===== src/rtl/mux_nx1_arb_if.sv =====
// Handshake bundle for mux_nx1_arb: N_IN producer channels in, one registered consumer channel out.
// The slave side is the mux; the master side drives channel data/valid, mode, sel and out_ready.
interface mux_nx1_arb_if #(
  parameter int N_IN  = 4,
  parameter int WIDTH = 8,
  parameter int SELW  = $clog2(N_IN)
);
  logic [N_IN*WIDTH-1:0] in;
  logic [N_IN-1:0]       in_valid;
  logic [N_IN-1:0]       in_ready;
  logic                  mode;
  logic [SELW-1:0]       sel;
  logic [WIDTH-1:0]      out;
  logic                  out_valid;
  logic                  out_ready;
  logic [SELW-1:0]       out_ch;

  modport master (
    output in, in_valid, mode, sel, out_ready,
    input  in_ready, out, out_valid, out_ch
  );

  modport slave (
    input  in, in_valid, mode, sel, out_ready,
    output in_ready, out, out_valid, out_ch
  );
endinterface


===== src/rtl/mux_nx1_arb.sv =====
// N-input registered mux with fixed-select or round-robin arbitration and valid/ready handshakes.
// Optional transfer counter port xfer_count is enabled by defining MUX_NX1_ARB_COUNT_EN.
module mux_nx1_arb #(
  parameter int N_IN  = 4,
  parameter int WIDTH = 8,
  parameter int SELW  = $clog2(N_IN)
) (
  input  logic          clk,
  input  logic          rst_n,
  mux_nx1_arb_if.slave  bus
`ifdef MUX_NX1_ARB_COUNT_EN
  ,
  output logic [15:0]   xfer_count
`endif
);

  logic [N_IN-1:0]  grant;
  logic [SELW-1:0]  grant_idx;
  logic             grant_any;
  logic             can_accept;
  logic             accept;
  logic [SELW-1:0]  rr_idx;
  logic             rr_found;
  logic             fix_ok;
  logic [WIDTH-1:0] sel_data;

  logic [SELW-1:0]  rr_ptr_reg;
  logic [SELW-1:0]  rr_ptr_next;
  logic [WIDTH-1:0] out_reg;
  logic             out_valid_reg;
  logic [SELW-1:0]  out_ch_reg;

  // Round-robin search starts at rr_ptr and wraps modulo N_IN.
  always_comb begin
    int idx;
    idx      = 0;
    rr_idx   = '0;
    rr_found = 1'b0;
    for (int k = 0; k < N_IN; k++) begin
      idx = int'(rr_ptr_reg) + k;
      if (idx >= N_IN) idx = idx - N_IN;
      if (!rr_found && bus.in_valid[idx]) begin
        rr_found = 1'b1;
        rr_idx   = SELW'(idx);
      end
    end
  end

  // An out-of-range sel (non-power-of-2 N_IN) simply yields no grant.
  always_comb begin
    fix_ok = 1'b0;
    if (int'(bus.sel) < N_IN) fix_ok = bus.in_valid[bus.sel];
  end

  assign grant_idx  = bus.mode ? rr_idx : bus.sel;
  assign grant_any  = bus.mode ? rr_found : fix_ok;
  assign can_accept = !out_valid_reg || bus.out_ready;
  assign accept     = grant_any && can_accept;

  generate
    for (genvar gi = 0; gi < N_IN; gi++) begin : g_grant
      assign grant[gi] = grant_any && (grant_idx == SELW'(gi));
    end
  endgenerate

  assign bus.in_ready = rst_n ? (grant & {N_IN{can_accept}}) : '0;
  assign sel_data     = bus.in[int'(grant_idx)*WIDTH +: WIDTH];
  assign rr_ptr_next  = (int'(grant_idx) == N_IN-1) ? '0 : SELW'(grant_idx + 1'b1);

  always_ff @(posedge clk or negedge rst_n) begin
    if (!rst_n) begin
      out_reg       <= '0;
      out_valid_reg <= 1'b0;
      out_ch_reg    <= '0;
      rr_ptr_reg    <= '0;
    end else begin
      if (accept) begin
        out_reg       <= sel_data;
        out_ch_reg    <= grant_idx;
        out_valid_reg <= 1'b1;
        if (bus.mode) rr_ptr_reg <= rr_ptr_next;
      end else if (bus.out_ready) begin
        // Drain without refill: data and channel tag keep their last value.
        out_valid_reg <= 1'b0;
      end
    end
  end

  assign bus.out       = out_reg;
  assign bus.out_valid = out_valid_reg;
  assign bus.out_ch    = out_ch_reg;

`ifdef MUX_NX1_ARB_COUNT_EN
  logic [15:0] xfer_count_reg;

  always_ff @(posedge clk or negedge rst_n) begin
    if (!rst_n) begin
      xfer_count_reg <= '0;
    end else if (out_valid_reg && bus.out_ready && (xfer_count_reg != 16'hFFFF)) begin
      xfer_count_reg <= xfer_count_reg + 16'd1;
    end
  end

  assign xfer_count = xfer_count_reg;
`endif

endmodule


===== src/flat_wrapper.sv =====
// flat-port wrapper written by rule: the top's interface ports become plain ports
module mux_nx1_arb_flat 
#(
  parameter int N_IN  = 4,
  parameter int WIDTH = 8,
  parameter int SELW  = $clog2(N_IN)
)
  (clk, rst_n, bus_in, bus_in_valid, bus_mode, bus_sel, bus_out_ready, bus_in_ready, bus_out, bus_out_valid, bus_out_ch);
  mux_nx1_arb_if #(.N_IN(N_IN), .WIDTH(WIDTH), .SELW(SELW)) bus_i ();
  input  logic clk;
  input  logic rst_n;
  input wire logic [$bits(bus_i.in)-1:0] bus_in;
  input wire logic [$bits(bus_i.in_valid)-1:0] bus_in_valid;
  input wire logic [$bits(bus_i.mode)-1:0] bus_mode;
  input wire logic [$bits(bus_i.sel)-1:0] bus_sel;
  input wire logic [$bits(bus_i.out_ready)-1:0] bus_out_ready;
  output wire logic [$bits(bus_i.in_ready)-1:0] bus_in_ready;
  output wire logic [$bits(bus_i.out)-1:0] bus_out;
  output wire logic [$bits(bus_i.out_valid)-1:0] bus_out_valid;
  output wire logic [$bits(bus_i.out_ch)-1:0] bus_out_ch;
  assign bus_i.in = bus_in;
  assign bus_i.in_valid = bus_in_valid;
  assign bus_i.mode = bus_mode;
  assign bus_i.sel = bus_sel;
  assign bus_i.out_ready = bus_out_ready;
  assign bus_in_ready = bus_i.in_ready;
  assign bus_out = bus_i.out;
  assign bus_out_valid = bus_i.out_valid;
  assign bus_out_ch = bus_i.out_ch;
  mux_nx1_arb #(.N_IN(N_IN), .WIDTH(WIDTH), .SELW(SELW)) u_core (.clk(clk), .rst_n(rst_n), .bus(bus_i));
endmodule

===== config.mk =====
export PLATFORM = sky130hd
export DESIGN_NAME = mux_nx1_arb_flat
export DESIGN_NICKNAME = d
export VERILOG_FILES = /design/src/rtl/mux_nx1_arb_if.sv /design/src/rtl/mux_nx1_arb.sv /design/src/flat_wrapper.sv
export SDC_FILE = /design/constraint.sdc
export NUM_CORES = 1
export LEC_CHECK = 0
export BUFFER_PORTS_ARGS = -buffer_cell sky130_fd_sc_hd__buf_2
export CAP_MARGIN = 15
export CORE_MARGIN = 1
export CORE_UTILIZATION = 25
export CTS_CLUSTER_SIZE = 20
export DETAILED_ROUTE_END_ITERATION = 8
export SYNTH_ARGS = -nofsm -noshare
export SYNTH_HDL_FRONTEND = slang
export SYNTH_SLANG_ARGS = --single-unit

===== constraint.sdc =====
create_clock -name clk -period 5.6 [get_ports clk]
set_input_delay 0 -clock clk [delete_from_list [all_inputs] [get_ports clk]]
set_output_delay 0 -clock clk [all_outputs]
set_load 0.03 [all_outputs]

==> results.rst, run 1 <==
.. list-table::
   :header-rows: 1

   * - Metric
     - Value
   * - CTS HTree Levels
     - 1
   * - Worst Tran Pin Value
     - 0.938 ns
   * - Post-Synthesis Cells
     - 90
   * - Startpoint type of the worst setup path
     - flop
   * - Total via count in the routed design
     - 903
   * - Max-Cap Viols
     - 0
   * - Antenna Diode Count
     - 0
   * - Clock latency on the worst-skew pair
     - 0.27 ns
   * - IO Count
     - 57
   * - Source of the worst hold timing path
     - bus_out_ready
   * - Core Footprint
     - 0.00339 mm²
   * - Synthesized area per cell
     - 10.0 µm²
   * - Number of DRC violations after detailed routing
     - 0
   * - Class of the worst hold path
     - in -> reg
   * - Met3 routing resource usage after global routing
     - 0.0311
   * - Met2 routing resource usage after global routing
     - 0.226
   * - Total length of routed wires
     - 2340 µm
   * - Type of the worst setup path
     - reg -> out
   * - Initial cell density of the core
     - 0.266
   * - Number of nets produced by synthesis
     - 133
   * - YS warnings
     - 0
   * - Count of port buffers added during placement
     - 56
   * - Clock slew at the register clock pins of the worst setup and hold paths
     - 0.08 ns
   * - Maximum net fanout on the critical path
     - 19
   * - Layout Cells excl Fill
     - 193
   * - Max FFs per register
     - 8
   * - Count of endpoints failing setup in the final report
     - 0
   * - Fraction of registers with async set or reset after synthesis
     - 1.00
   * - Distinct cells, synth
     - 28
   * - Sequential share of the synthesized area
     - 0.361
   * - Tightest hold margin
     - 0.0175 ns
   * - Antenna violations before repair
     - 0
   * - Flop pwr share
     - 0.346
   * - Nets
     - 191
   * - Worst setup slack for register-to-register paths
     - 3.27 ns
   * - End-of-flow core utilization
     - 0.364
   * - Post-synth EDFFs
     - 0
   * - Final HPWL DP
     - 1880 µm
   * - Total congestion overflow after global routing
     - 0
   * - RSZ-0062 raised after global routing
     - no
   * - Layout overhead on the synthesized area
     - 36.9%
   * - Most used cells in the layout excluding fill and tap cells
     - sky130_fd_sc_hd__buf_2 (56), sky130_fd_sc_hd__mux2i_1 (17), sky130_fd_sc_hd__nand2_1 (16)
   * - Number of gates given a new drive strength after cts
     - 0
   * - Hold-fix buffers, CTS
     - 1
   * - Die area
     - 0.00385 mm²
   * - Result of the run
     - completed
   * - Max Freq
     - 0.403 GHz
   * - Number of iterations in the first detailed-routing pass
     - 4
   * - Number of buffers inserted to repair setup after CTS
     - 0
   * - Met1 Track Usage GR
     - 0.155
   * - Power per cell area
     - 337 mW/mm²
   * - Pin count of the biggest net entering global routing
     - 20
   * - Die width
     - 62.1 µm
   * - Post-route total power
     - 0.416 mW
   * - R2R Path Start
     - u_core.rr_ptr_reg[0]
   * - RD Place Congestion
     - 0.711
   * - Arrival time at the worst endpoint
     - 2.48 ns
   * - Final hold violation count
     - 0
   * - Internal power component
     - 0.235 mW
   * - Synth Flop Type
     - sky130_fd_sc_hd__dfrtp_1
   * - Detailed-route wire length per cell
     - 12.1 µm
   * - Hold path depth
     - 3
   * - Number of max-slew violations in the final report
     - 0
   * - Share of total power consumed by net switching
     - 0.435
   * - Clock Path Buffers
     - 2
   * - DIE HEIGHT
     - 62.1 µm
   * - DR iter-0 viols
     - 34
   * - Final sum of negative setup slack
     - 0 ns
   * - Layer carrying the most global-route usage
     - met2
   * - Commonest non-fill, non-tap cell in the layout
     - sky130_fd_sc_hd__buf_2
   * - Proportion of power drawn by combinational gates
     - 0.518
   * - Ratio of final minimum period to clock period
     - 0.443
   * - Worst flop-to-flop path endpoint
     - u_core.rr_ptr_reg[1]
   * - Worst slew margin relative to its limit
     - 0.375
   * - Largest voltage drop on the vdd net
     - 0.146 mV
   * - Power dissipated by switching net loads
     - 0.181 mW
   * - Total leakage power
     - 0.664 nW
   * - Depth of the most critical reg-to-reg path
     - 6
   * - Required time reported for the critical path endpoint
     - 5.60 ns
   * - Remaining antenna violation count after routing
     - 0
   * - Number of synthesized register bits
     - 13
   * - Clock tree root driver cell
     - sky130_fd_sc_hd__clkbuf_4
   * - Detailed-route vias per instance
     - 4.68
   * - Number of placed instances, taps included
     - 188
   * - Summed instance area of the synthesized netlist
     - 902 µm²
   * - Global-route wire length before repair
     - 3590 µm
   * - Endpoint class of the critical path
     - output port
   * - Share of final-layout standard cells stronger than drive strength 1
     - 0.449
   * - Clock Skew
     - 0.00315 ns
   * - Clock buffers created by TritonCTS
     - 3
   * - Number of global-route vias before repair
     - 818
   * - Final Critical Period
     - 2.48 ns
   * - TritonCTS clock tree
     - yes
   * - Number of clock sinks
     - 13
   * - Part of the power in the clock network
     - 0.136
   * - Worst-case hold path end point
     - u_core.bus.out_valid
   * - Row count
     - 21
   * - Global router's overall resource usage
     - 0.127
## metal layers
metal	vias to the layer above	share of wire
met5	-	0
met4	0	0.0081
met3	2	0.053
met2	28	0.54
met1	424	0.40
li1	449	-
## power by group through the flow
stage	clock (mW)	combinational (mW)	sequential, mW
floorplan	0	0.117	0.193
global placement	0	0.213	0.145
detailed placement	0	0.218	0.146
CTS	0.0610	0.219	0.145
global route	0.0660	0.235	0.150
finish	0.0566	0.216	0.144
## synth_stat cells (2+ instances only)
cell	number	area, µm²
sky130_fd_sc_hd__dfrtp_1	13	325
sky130_fd_sc_hd__nand2_1	16	60.1
sky130_fd_sc_hd__inv_1	4	15.0
sky130_fd_sc_hd__buf_2	2	10.0
sky130_fd_sc_hd__nand2b_1	4	25.0
sky130_fd_sc_hd__nor2_1	2	7.51
sky130_fd_sc_hd__nor3b_1	2	15.0
sky130_fd_sc_hd__a21oi_1	2	10.0
sky130_fd_sc_hd__nor3_1	2	10.0
sky130_fd_sc_hd__mux2i_1	17	170
sky130_fd_sc_hd__o21ai_0	2	10.0
sky130_fd_sc_hd__o221ai_1	8	70.1
## final cells by class
type | count | area [µm²]
Fill cell | 341 | 2150
Multi-Input combinational cell | 68 | 517
Sequential cell | 13 | 325
Timing Repair Buffer | 57 | 290
Tap cell | 46 | 57.6
Clock buffer | 4 | 26.3
Inverter | 5 | 18.8
## how the worst max path moves through the flow
stage / cells past startpoint / to / slack (ns) / start
2_1_floorplan: 6 / bus_in_ready[2] / 3.57 / u_core.rr_ptr_reg[1]
3_3_place_gp: 6 / u_core.rr_ptr_reg[1] / 3.36 / u_core.rr_ptr_reg[0]
3_5_place_dp: 6 / u_core.rr_ptr_reg[1] / 3.28 / u_core.rr_ptr_reg[0]
4_1_cts: 7 / bus_in_ready[3] / 3.11 / u_core.rr_ptr_reg[0]
5_1_grt: 6 / bus_in_ready[1] / 2.97 / u_core.rr_ptr_reg[0]
6_report: 7 / bus_in_ready[3] / 3.12 / u_core.rr_ptr_reg[0]
## per-stage QoR
| step | area [µm²] | worst slack (ns) |
|---|---|---|
| global placement | 1200 | 3.36 |
| CTS | 1230 | 3.11 |
| finish | 1230 | 3.12 |
| global route | 1230 | 2.97 |
| floorplan | 902 | 3.57 |
| detailed placement | 1200 | 3.28 |
## critical path: stages (launching register included)
cell,delay (ns)
sky130_fd_sc_hd__dfrtp_1,0.41
sky130_fd_sc_hd__nor2b_2,0.18
sky130_fd_sc_hd__a221oi_2,0.17
sky130_fd_sc_hd__a2111o_1,0.80
sky130_fd_sc_hd__inv_2,0.09
sky130_fd_sc_hd__ha_1,0.23
sky130_fd_sc_hd__and3_1,0.15
sky130_fd_sc_hd__buf_2,0.17
## logic make-up (layout without fill, tap and decap cells)
family                     Yosys count  in the layout  share of synthesized area
AOI/OAI and AO/OA                   17             17                      0.165
adders and majority gates            1              1                     0.0139
buffers and inverters                9             66                     0.0666
DFF                                 13             13                      0.361
muxes                               19             19                      0.226
and+or+nand+nor                     31             31                      0.168
Note: power is estimated with default switching activity, not from simulation.
==> run 2, diff against run 1 <==
Settings changed: ABC_AREA from default to 1.
Clock period 5.6 ns to 2.35 ns, I/O delays scaled along.
==> run 2 against run 1 <==
Final cell count rose by 76%. Count of clock-buffer cells in the layout did not move. Setup slack got worse by 3.0 ns. Hold slack improved by 0.058 ns. Global-route usage rose by 0.46 points. Design area rose by 43%. First-iteration DRC count rose by 85%.
==> results.rst, run 2 <==
.. list-table::
   :header-rows: 1

   * - Metric
     - Value
   * - Most used cells in the layout excluding fill and tap cells
     - sky130_fd_sc_hd__nand2_1 (70), sky130_fd_sc_hd__buf_2 (55), sky130_fd_sc_hd__nand3_1 (41)
   * - Global-route wire length before repair
     - 5660 µm
   * - TritonCTS clock tree
     - yes
   * - Fraction of registers with async set or reset after synthesis
     - 1.00
   * - Pin count of the biggest net entering global routing
     - 18
   * - Die width
     - 74.1 µm
   * - Arrival time at the worst endpoint
     - 2.22 ns
   * - Total congestion overflow after global routing
     - 0
   * - Fillcell total
     - 575
   * - Remaining antenna violation count after routing
     - 0
   * - Sequential share of the synthesized area
     - 0.250
   * - Clock buffers created by TritonCTS
     - 3
   * - Tightest hold margin
     - 0.0756 ns
   * - Proportion of power drawn by combinational gates
     - 0.702
   * - Clock tree root driver cell
     - sky130_fd_sc_hd__clkbuf_8
   * - Share of total power consumed by net switching
     - 0.534
   * - Most frequent cells after synthesis
     - sky130_fd_sc_hd__nand2_1 (71), sky130_fd_sc_hd__nand3_1 (41), sky130_fd_sc_hd__inv_1 (29)
   * - Cell with the most instances after synthesis
     - sky130_fd_sc_hd__nand2_1
   * - Total leakage power
     - 1.03 nW
   * - Max FFs per register
     - 8
   * - Row count
     - 25
   * - Number of DRC violations after detailed routing
     - 0
   * - Ratio of final minimum period to clock period
     - 0.944
   * - Part of the power in the clock network
     - 0.096
   * - Area taken by multi-input logic gates
     - 791 µm²
   * - Clock slew at the register clock pins of the worst setup and hold paths
     - 0.05 ns
   * - Share of the synthesized area in the top cell type
     - 0.250
   * - Number of synthesized register bits
     - 13
   * - Count of port buffers added during placement
     - 56
   * - Maximum net fanout on the critical path
     - 12
   * - Power per cell area
     - 1170 mW/mm²
   * - Internal power component
     - 0.961 mW
   * - Cell type with the highest aggregate area in the netlist
     - sky130_fd_sc_hd__dfrtp_1
   * - IO Count
     - 57
   * - Post-synth EDFFs
     - 0
   * - Final WS setup
     - 0.131 ns
   * - Clock Skew
     - 0.000521 ns
   * - Initial cell density of the core
     - 0.267
   * - Power dissipated by switching net loads
     - 1.10 mW
   * - Detailed-route wire length per cell
     - 10.7 µm
   * - Share of final-layout standard cells stronger than drive strength 1
     - 0.360
   * - Max-Cap Viols
     - 0
   * - Result of the run
     - completed
   * - Cell types occupying the most area after synthesis
     - sky130_fd_sc_hd__dfrtp_1 (25%), sky130_fd_sc_hd__nand2_1 (20%), sky130_fd_sc_hd__nand3_1 (16%), sky130_fd_sc_hd__inv_1 (8.4%), sky130_fd_sc_hd__buf_6 (4.3%)
   * - Antenna Diode Count
     - 0
   * - Number of iterations in the first detailed-routing pass
     - 4
   * - Summed instance area of the synthesized netlist
     - 0.00130 mm²
   * - Synthesized area per cell
     - 6.29 µm²
   * - DR iter-0 viols
     - 63
   * - Commonest non-fill, non-tap cell in the layout
     - sky130_fd_sc_hd__nand2_1
   * - YS warnings
     - 0
   * - Max Freq
     - 0.451 GHz
   * - Worst slack after detailed placement
     - 0.164 ns
   * - CTS HTree Levels
     - 1
   * - Synth Flop Type
     - sky130_fd_sc_hd__dfrtp_1
   * - Count of endpoints failing setup in the final report
     - 0
   * - Post-Synthesis Cells
     - 207
   * - Clock Path Buffers
     - 2
   * - Core Footprint
     - 0.00488 mm²
   * - Flop pwr share
     - 0.203
   * - Total length of routed wires
     - 3620 µm
   * - Global router's overall resource usage
     - 0.132
   * - Detailed-route vias per instance
     - 4.34
   * - Worst slew margin relative to its limit
     - 0.705
   * - Die area
     - 0.00550 mm²
   * - Clock latency on the worst-skew pair
     - 0.24 ns
   * - DIE HEIGHT
     - 74.1 µm
   * - Worst Tran Pin Value
     - 0.442 ns
   * - Total via count in the routed design
     - 1470
   * - Required time reported for the critical path endpoint
     - 2.35 ns
   * - Number of nets produced by synthesis
     - 250
   * - Final hold violation count
     - 0
   * - Final HPWL DP
     - 2890 µm
   * - Number of clock sinks
     - 13
   * - Number of max-slew violations in the final report
     - 0
   * - End-of-flow core utilization
     - 0.361
   * - Layout overhead on the synthesized area
     - 35.3%
   * - Class of the worst hold path
     - in -> reg
   * - Final Critical Period
     - 2.22 ns
   * - Distinct cells, synth
     - 28
   * - Startpoint type of the worst setup path
     - flop
   * - Number of global-route vias before repair
     - 1227
   * - Antenna violations before repair
     - 0
   * - Nets
     - 316
   * - Largest voltage drop on the vdd net
     - 0.412 mV
   * - Reg area
     - 328 µm²
   * - Type of the worst setup path
     - reg -> out
   * - RD Place Congestion
     - 0.824
   * - Endpoint class of the critical path
     - output port
run 2: cell families (layout without fill, tap and decap cells):
logic type / Yosys count / count (layout) / share of synthesized area
AOI/OAI and AO/OA: 9 / 9 / 0.0433
adders and majority gates: 1 / 1 / 0.00961
DFF: 13 / 13 / 0.250
and+or+nand+nor: 143 / 143 / 0.542
buffers and inverters: 41 / 106 / 0.155
run 2: worst paths after layout:
path / startpoint / to / slack [ns] / cells after the start
setup / recovery: u_core.rr_ptr_reg[0] / bus_in_ready[3] / 0.13 / 14
hold / removal: bus_out_ready / u_core.bus.out_valid / 0.08 / 4
setup reg to reg: u_core.rr_ptr_reg[0] / u_core.rr_ptr_reg[1] / 0.33 / 14
hold reg to reg: u_core.bus.out[4] / u_core.bus.out[4] / 0.48 / 2
max in group asynchronous: rst_n / u_core.rr_ptr_reg[0] / 1.90 / 2
min in group asynchronous: rst_n / u_core.bus.out[1] / 0.19 / 2
run 2: critical path: stages, from the launching register on:
cell and delay, ns:
sky130_fd_sc_hd__dfrtp_2 0.46, sky130_fd_sc_hd__buf_4 0.16, sky130_fd_sc_hd__nand2_2 0.06, sky130_fd_sc_hd__nand2_2 0.07, sky130_fd_sc_hd__nand2_1 0.08, sky130_fd_sc_hd__nand2_1 0.06
sky130_fd_sc_hd__inv_2 0.08, sky130_fd_sc_hd__nand3_2 0.08, sky130_fd_sc_hd__nor2_4 0.19, sky130_fd_sc_hd__nor2_8 0.08, sky130_fd_sc_hd__nand2_8 0.11, sky130_fd_sc_hd__inv_1 0.07
sky130_fd_sc_hd__ha_1 0.18, sky130_fd_sc_hd__nor3b_2 0.15, sky130_fd_sc_hd__buf_4 0.16
run 2: final cells by class:
cell class	instances	area share
Clock buffer	4	0.0256
Inverter	34	0.0782
Multi-Input combinational cell	153	0.449
Sequential cell	13	0.186
Tap cell	67	0.0476
Timing Repair Buffer	68	0.213
run 2: repair_timing:
| item | in CTS | in global routing |
|---|---|---|
| gates resized for setup | 2 | 8 |
| setup buffers | 0 | 8 |
| hold buffers | 1 | 0 |
| pin swaps | 0 | 3 |
| endpoints found under the setup margin | 1 | 3 |
| endpoints found under the hold margin | 13 | 0 |
run 2: power by group through the flow:
stage	registers, mW	logic, mW	clock network [mW]
after global placement	0.426	1.34	0
after global routing	0.435	1.63	0.211
after floorplan	0.573	0.938	0
after detailed placement	0.426	1.34	0
after CTS	0.429	1.35	0.200
final	0.418	1.45	0.197
run 2: metal layers:
layer  track usage  vias to the layer above  share of wire
li1              -                      782              -
met1         0.210                      633           0.53
met2         0.178                       49           0.39
met3        0.0163                        6          0.060
met4        0.0449                        0          0.017
met5             0                        -              0
run 2: through the flow:
stage          power, mW  setup TNS (ns)  std cells  instance area (µm²)
2_1_floorplan       1.51               0        207                 1300
3_3_place_gp        1.77               0        326                 1620
3_5_place_dp        1.77               0        326                 1620
4_1_cts             1.98               0        331                 1680
5_1_grt             2.27        -0.00595        339                 1760
6_report            2.06               0        339                 1760
==> run 3, diff against run 2 <==
Settings changed: BUFFER_PORTS_ARGS -buffer_cell sky130_fd_sc_hd__buf_2 to default, CORE_MARGIN 1 to 2, DONT_BUFFER_PORTS from default to 1, PLACE_DENSITY from default to 0.46.
==> run 3 against run 2 <==
Clock power is essentially flat. Final cell count shrank 14%. Via count shrank 12%. Critical path depth shrank 1. Die area grew 5.5%. First-iteration DRC count shrank 16%. Core utilization shrank 5.8 points. Routed wire length grew 5.4%. Fmax grew 3.5%. Critical path type unchanged. Critical endpoint is now bus_in_ready[2]. Highest routed layer unchanged.
==> results.rst, run 3 (synthesized netlist as in run 2, its figures left out) <==
.. list-table::
   :header-rows: 1

   * - Metric
     - Value
   * - Crit path max-delay family
     - simple AND/OR/NAND/NOR gates
   * - Count of port buffers added during placement
     - 0
   * - Number of buffer and inverter instances along the worst setup path
     - 5
   * - Antenna Diode Count
     - 0
   * - Remaining antenna violation count after routing
     - 0
   * - Largest voltage drop on the vdd net
     - 0.337 mV
   * - Global-route wire length before repair
     - 6140 µm
   * - Max Freq
     - 0.466 GHz
   * - Final Critical Period
     - 2.15 ns
   * - Internal power component
     - 0.888 mW
   * - CTS HTree Levels
     - 1
   * - Power per cell area
     - 1300 mW/mm²
   * - Initial cell density of the core
     - 0.256
   * - Clock slew at the register clock pins of the worst setup and hold paths
     - 0.06 ns
   * - Max FFs per register
     - 8
   * - IO Count
     - 57
   * - Layout Cells excl Fill
     - 292
   * - Number of iterations in the first detailed-routing pass
     - 4
   * - Die area
     - 0.00580 mm²
   * - Commonest non-fill, non-tap cell in the layout
     - sky130_fd_sc_hd__nand2_1
   * - Post-route total power
     - 2.00 mW
   * - Worst slew margin relative to its limit
     - 0.568
   * - Post-DP Area
     - 0.00137 mm²
   * - Proportion of power drawn by combinational gates
     - 0.593
   * - Type of the worst setup path
     - reg -> out
   * - Clock buffers created by TritonCTS
     - 3
   * - Ratio of final minimum period to clock period
     - 0.913
   * - Nets
     - 266
   * - Power dissipated by switching net loads
     - 1.12 mW
   * - Pin count of the biggest net entering global routing
     - 21
   * - Number of placed instances, taps included
     - 277
   * - Arrival time at the worst endpoint
     - 2.15 ns
   * - Total congestion overflow after global routing
     - 0
   * - Flop pwr share
     - 0.308
   * - Row count
     - 26
   * - Number of clock sinks
     - 13
   * - Detailed-route vias per instance
     - 4.44
   * - Layout overhead on the synthesized area
     - 18.3%
   * - DR iter-0 viols
     - 53
   * - Required time reported for the critical path endpoint
     - 2.35 ns
   * - TritonCTS clock tree
     - yes
   * - Worst slack after detailed placement
     - 0.199 ns
   * - Worst Tran Pin Value
     - 0.645 ns
   * - Startpoint type of the worst setup path
     - flop
   * - Worst path cell trace
     - buf_4 > nand2_2 > nand2_2 > nor2_2 > inv_1 > nand3_2 > nor2_4 > inv_2 > nand3_4 > inv_4 > nand3_1 > nor2_1 > buf_4
   * - Most used cells in the layout excluding fill and tap cells
     - sky130_fd_sc_hd__nand2_1 (71), sky130_fd_sc_hd__nand3_1 (41), sky130_fd_sc_hd__inv_1 (29)
   * - Number of DRC violations after detailed routing
     - 0
   * - RD Place Congestion
     - 0.789
   * - Total leakage power
     - 0.832 nW
   * - Share of final-layout standard cells stronger than drive strength 1
     - 0.194
   * - Endpoint class of the critical path
     - output port
   * - DIE HEIGHT
     - 76.1 µm
   * - Final hold violation count
     - 0
   * - Class of the worst hold path
     - in -> reg
   * - Final WS setup
     - 0.205 ns
   * - Clock Skew
     - 0.00169 ns
   * - Clock Path Buffers
     - 2
   * - Share of total power consumed by net switching
     - 0.557
   * - Core Footprint
     - 0.00507 mm²
   * - Number of global-route vias before repair
     - 1240
   * - Detailed-route wire length per cell
     - 13.1 µm
   * - Max-Cap Viols
     - 0
   * - Antenna violations before repair
     - 0
   * - Clock tree root driver cell
     - sky130_fd_sc_hd__clkbuf_8
   * - Final HPWL DP
     - 2720 µm
   * - Result of the run
     - completed
   * - Worst path slowest cell
     - sky130_fd_sc_hd__dfrtp_2
   * - Global router's overall resource usage
     - 0.129
   * - Final std cell area, no fill
     - 0.00154 mm²
   * - Maximum net fanout on the critical path
     - 16
   * - Total length of routed wires
     - 3820 µm
   * - Number of max-slew violations in the final report
     - 0
   * - Final sum of negative setup slack
     - 0 ns
   * - Part of the power in the clock network
     - 0.099
   * - Die width
     - 76.1 µm
   * - Total via count in the routed design
     - 1297
   * - Count of endpoints failing setup in the final report
     - 0
   * - Largest incremental delay on the critical path
     - 0.47 ns
   * - Clock latency on the worst-skew pair
     - 0.24 ns
==> run 3: cell count changes in the layout (fill, tap and decap cells not counted) <==
cell,change
sky130_fd_sc_hd__nand2_4,+1
sky130_fd_sc_hd__nand2_1,+1
sky130_fd_sc_hd__inv_6,-1
sky130_fd_sc_hd__buf_2,-55
sky130_fd_sc_hd__dlygate4sd3_1,+4
sky130_fd_sc_hd__buf_4,-1
sky130_fd_sc_hd__inv_4,+1
sky130_fd_sc_hd__buf_6,+1
sky130_fd_sc_hd__nand2_2,-1
==> run 3: repair_timing <==
item                                    CTS  global route
pin swaps                                 0             3
hold endpoints to repair                 18             0
gates cloned                              0             1
hold buffers                              5             0
setup buffers                             0             5
endpoints found under the setup margin    1             3
resized for setup                         1             7
==> run 3: tightest hold or removal path, delay by kind of cell <==
kind	cells	cell delay (ns)
simple gates	4	0.20
==> run 3: layer usage <==
layer | GRT usage | vias up | wire, µm
met1 | 0.189 | 565 | 1900
met3 | 0.0284 | 2 | 245
li1 | - | 683 | -
met5 | 0 | - | 0
met4 | 0.0382 | 0 | 24
met2 | 0.188 | 47 | 1640
==> run 3: area by class of cell <==
class | instances | area [µm²]
Tap cell | 70 | 87.6
Multi-Input combinational cell | 154 | 800
Clock buffer | 4 | 45.0
Timing Repair Buffer | 17 | 144
Fill cell | 596 | 3540
Inverter | 34 | 135
Sequential cell | 13 | 328
==> run 3: metrics by stage <==
stage | hold slack, ns | util
6_report | 0.00367 | 0.303
5_1_grt | 0.0405 | 0.303
4_1_cts | 0.00186 | 0.289
3_5_place_dp | -0.295 | 0.270
3_3_place_gp | -0.295 | 0.270
2_1_floorplan | -0.296 | -
==> run 3: power by group through the flow <==
stage | Combinational (mW) | Sequential, mW | Clock (mW)
floorplan | 0.938 | 0.573 | 0
global placement | 1.04 | 0.628 | 0
detailed placement | 1.05 | 0.627 | 0
CTS | 1.06 | 0.627 | 0.207
global route | 1.35 | 0.633 | 0.221
finish | 1.19 | 0.616 | 0.198
==> run 3: path summary, 6_finish.rpt <==
kind | from | to | slack (ns) | cells after the start
worst max-delay path | u_core.rr_ptr_reg[0] | bus_in_ready[2] | 0.20 | 13
worst min-delay path | bus_in[6] | u_core.bus.out[6] | 0.004 | 4
worst max register to register | u_core.rr_ptr_reg[0] | u_core.bus.out[3] | 0.35 | 10
worst min register to register | u_core.rr_ptr_reg[1] | u_core.rr_ptr_reg[1] | 0.68 | 2
max in group asynchronous | rst_n | u_core.rr_ptr_reg[1] | 1.67 | 1
min in group asynchronous | rst_n | u_core.bus.out[2] | 0.23 | 1
